**src/rtl/mod_counter_pkg.sv**
```systemverilog
// mod_counter_pkg: shared FSM state encoding and default counter geometry
package mod_counter_pkg;
  typedef enum logic [1:0] {
    ST_IDLE  = 2'd0,
    ST_RUN   = 2'd1,
    ST_PAUSE = 2'd2,
    ST_DONE  = 2'd3
  } state_t;
  localparam int DEF_MOD   = 12;
  localparam int DEF_WIDTH = 4;
  localparam int DEF_RUN_W = 4;
endpackage

```
**src/rtl/mod_n_counter.sv**
```systemverilog
// mod_n_counter: mod-MOD up-counter datapath with sync clear, enable and async clr
module mod_n_counter
  import mod_counter_pkg::*;
#(
  parameter int MOD   = DEF_MOD,
  parameter int WIDTH = DEF_WIDTH
) (
  input  logic             clk,
  input  logic             clr,
  input  logic             en,
  input  logic             sclr,
  output logic [WIDTH-1:0] q,
  output logic             tc
);
  assign tc = q == WIDTH'(MOD - 1);
  always_ff @(posedge clk or posedge clr)
    if (clr) q <= '0;
    else if (sclr) q <= '0;
    else if (en) q <= tc ? '0 : q + 1'b1;
endmodule

```
**src/rtl/mod_counter_ctrl.sv**
```systemverilog
// mod_counter_ctrl: start/pause/abort run controller for a mod-N counter (WRAP_COUNT_EN makes wrap_cnt live, else tied to 0)
module mod_counter_ctrl
  import mod_counter_pkg::*;
#(
  parameter int MOD   = DEF_MOD,
  parameter int WIDTH = DEF_WIDTH,
  parameter int RUN_W = DEF_RUN_W
) (
  input  logic             clk,
  input  logic             clr,
  input  logic             start,
  input  logic             pause,
  input  logic             abort,
  input  logic [RUN_W-1:0] periods,
  output logic [WIDTH-1:0] count,
  output logic             tc,
  output logic             busy,
  output logic             paused,
  output logic             done,
  output logic [RUN_W-1:0] wrap_cnt
);
  if (MOD > 2**WIDTH || MOD < 2) begin : g_bad_mod
    $error("mod_counter_ctrl: MOD must satisfy 2 <= MOD <= 2**WIDTH");
  end
  state_t state, state_n;
  logic [RUN_W-1:0] periods_q, pcnt;
  logic en, sclr, cnt_tc, ld, last;
  mod_n_counter #(.MOD(MOD), .WIDTH(WIDTH)) u_cnt (
    .clk  (clk),
    .clr  (clr),
    .en   (en),
    .sclr (sclr),
    .q    (count),
    .tc   (cnt_tc)
  );
  assign ld   = state == ST_IDLE && start && !abort;
  assign last = periods_q != '0 && pcnt + RUN_W'(1) == periods_q;
  always_comb begin
    state_n = state;
    en      = 1'b0;
    sclr    = 1'b0;
    case (state)
      ST_IDLE: if (ld) begin
        state_n = ST_RUN;
        sclr    = 1'b1;
      end
      ST_RUN: if (abort) begin
        state_n = ST_IDLE;
        sclr    = 1'b1;
      end else if (pause) begin
        state_n = ST_PAUSE;
      end else begin
        en      = 1'b1;
        state_n = cnt_tc && last ? ST_DONE : ST_RUN;
      end
      ST_PAUSE: if (abort) begin
        state_n = ST_IDLE;
        sclr    = 1'b1;
      end else if (!pause) begin
        state_n = ST_RUN;
      end
      default: begin
        state_n = ST_IDLE;
        sclr    = 1'b1;
      end
    endcase
  end
  always_ff @(posedge clk or posedge clr)
    if (clr) begin
      state     <= ST_IDLE;
      periods_q <= '0;
      pcnt      <= '0;
    end else begin
      state <= state_n;
      if (ld) begin
        periods_q <= periods;
        pcnt      <= '0;
      end else if (en && cnt_tc) begin
        pcnt <= pcnt + 1'b1;
      end
    end
  assign tc     = state == ST_RUN && cnt_tc;
  assign busy   = state == ST_RUN || state == ST_PAUSE;
  assign paused = state == ST_PAUSE;
  assign done   = state == ST_DONE;
`ifdef WRAP_COUNT_EN
  assign wrap_cnt = pcnt;
`else
  assign wrap_cnt = '0;
`endif
endmodule

```
**config.mk**
```make
export PLATFORM = sky130hd
export DESIGN_NAME = mod_counter_ctrl
export DESIGN_NICKNAME = d
export VERILOG_FILES = /design/src/rtl/mod_counter_pkg.sv /design/src/rtl/mod_n_counter.sv /design/src/rtl/mod_counter_ctrl.sv
export SDC_FILE = /design/constraint.sdc
export NUM_CORES = 1
export LEC_CHECK = 0
export ABC_AREA = 1
export CAP_MARGIN = 25
export CORE_UTILIZATION = 48
export DETAILED_ROUTE_END_ITERATION = 7
export GPL_TIMING_DRIVEN = 0
export PLACE_DENSITY = 0.87
export SYNTH_ARGS = -nofsm -noshare
export SYNTH_HDL_FRONTEND = slang
export SYNTH_SLANG_ARGS = --single-unit
```
**constraint.sdc**
```tcl
create_clock -name clk -period 2.1 [get_ports clk]
set_clock_uncertainty 0.15 [all_clocks]
set_input_delay 0.525 -clock clk [delete_from_list [all_inputs] [get_ports clk]]
set_output_delay 0.525 -clock clk [all_outputs]
set_load 0.1 [all_outputs]
```
==> impl_results.md <==
- Status: complete, no violations
- Highest Signal Layer: met4
- Grt ovf: 0
- CP arrival: 1390 ps
- Number of H-tree levels: 1
- Filler cell count: 128
- Avg Inst Size Synth: 7.54 sq um
- RePlAce Congestion: 0.840
- Die Ht: 45.6 um
- DRT antenna net count: 0
- HP Class: in -> async
- Syn-to-layout area delta: 33.5%
- Die area: 0.00208 sq mm
- Remaining DRCs: 0
- Hold Buf Count CTS: 0
- Commonest non-fill, non-tap cell in the layout: nand2_1
- Clock Tree Buf Depth: 2
- Core Rows: 15
- Antenna violations before repair: 0
- Netlist Area Pre-Place: 912 sq um
- Seq/Total Area, Yosys: 38.4%
- Final Cycle Share: 98.2%
- R2R setup slack: 280 ps
- Met2 wire length: 903 um
- Hold Slack: 415 ps
- Drt total wl: 1.89 mm
- Global-route wire length before repair: 3.09 mm
- Pre-CTS WS: -644 ps
- Design Power: 0.00153 W
- Reg clk slew, reported paths: 90 ps
- Met1 WL: 860 um
- Vias/cell: 4.81
- Max VDD drop: 0.000858 V
- Fin worst setup slack: 38.4 ps
- Met3 routed WL: 103 um
- Clock sink total: 14
- Clk_lat worst skew: 290 ps
- Largest net degree at the start of global routing: 15
- I/O Pins: 21
- Drt initial violations: 15
- Critical Path Start Type: flip-flop
- Core ar.: 0.00175 sq mm
- Post-DR wirelength/cell: 11.1 um
- Fin crit period: 2060 ps
- Vias in the first global route: 746
- FMAX: 0.485 GHz
- RSZ-0062 raised after global routing: true
- Synthesized instance count: 121
- Total track usage: 21.1%
- Critical path class: reg -> out
- Commonest non-fill, non-tap cells in the layout: nand2_1, inv_1, nand3_1, dfrtp_1
- Root Driver: clkbuf_4
- Antenna diode count: 0
- P_leak: 0.579 nW
- Crit path max fanout: 4
- Fin Setup TNS: 0 ps
- Max-slew violation count: 0
- Fin. Hold Viols: 0
- Slew HR: 63.3%
- Synth warn: 0
- Worst Max-Slew Pin Slew: 553 ps
- Via count: 818
- DP HPWL: 1.43 mm
- Synth cell types: 22
- PortBufs: 16
- Post-Place Cells: 165
- Crit end category: primary output
- Final Non-Filler Cells: 170
- Initial core utilization: 52.3%
- Net count, final: 162
- CTS tree: done
- Pre-antenna DRT Iters: 4
- Share of post-route cells with drive strength above 1: 24.1%
- Power per cell area: 1260 mW/mm^2
- Data required, critical path: 1420 ps
- Max Cap Viol: 0
- Die X: 45.6 um
- Endpoints failing setup: 0
- FF+latch count, synth: 14
- TritonCTS buffer count: 3
[layer usage]
layer  GRT usage, %  vias to the layer above
li1               -                      430
met1           27.8                      359
met2           34.6                       25
met3           3.97                        4
met4           7.27                        0
met5              0                        -
[stage by stage]
step,area [sq um],util (%)
CTS,1200,68.5
global placement,1160,66.5
floorplan,968,-
finish,1220,69.7
global route,1220,69.7
detailed placement,1160,66.5
[registers in the layout, indices dropped and copies added (netlist names)]
signal and flops:
pcnt 4, periods_q 4, state 2, u_cnt.q 4
[power breakdown]
group          internal, W  switching, W
clock             0.000106     0.0000916
combinational     0.000254      0.000648
sequential        0.000358     0.0000746
[critical path, stage by stage (launching register included)]
cell and delay, ps:
dfrtp_4 450, ha_4 150, nand2_2 60, nor2_4 90, inv_2 60, nor2_4 120
buf_12 180
[final timing paths]
path	startpoint	to	depth (start not counted)
min reg2reg	state[1]	state[1]	2
max	u_cnt.q[1]	tc	6
min	clr	periods_q[1]	2
min in group clk	state[1]	state[1]	2
max reg2reg	state[0]	u_cnt.q[2]	8
max in group asynchronous	clr	u_cnt.q[0]	2
[cell families (layout without fill, tap and decap cells)]
kind of cell               count (synthesis)  count (layout)  synth area share, %
and+or+nand+nor                           55              55                 27.2
buffers and inverters                     26              47                 12.3
AOI/OAI and AO/OA                         17              17                 11.1
DFF                                       14              14                 38.4
adders and majority gates                  7               7                 9.60
other                                      1               4                0.411
xor gates and xnor gates                   1               1                0.960
[cell usage after synthesis (all sizes together)]
master   n  area (sq um)
nand2   30           115
inv     22          82.6
dfrtp   14           350
nor2    12          62.6
o21ai   11          55.1
nand3    9          45.0
ha       7          87.6
buf      4          30.0
nand4    3          18.8
o22ai    2          12.5
a211oi   1          12.5
a21oi    1          5.00
a22o     1          8.76
and2     1          6.26
conb     1          3.75
o31ai    1          7.51
xnor2    1          8.76
[final cells by class]
type / count / area [sq um] / area share, %
clock buffer: 4 / 36.3 / 2.98
multi-input combinational: 84 / 495 / 40.7
inverter: 22 / 82.6 / 6.78
buffer: 4 / 30.0 / 2.47
timing repair buffer: 17 / 180 / 14.8
tap: 25 / 31.3 / 2.57
sequential: 14 / 362 / 29.7
[what timing repair did]
action	4_1_cts	5_1_grt
resized for setup	37	4
setup buffers	0	1
setup endpoints to repair	8	2
gates cloned	0	0
pin swaps	0	1
hold endpoints to repair	0	0
(Power assumes the default switching activity.)
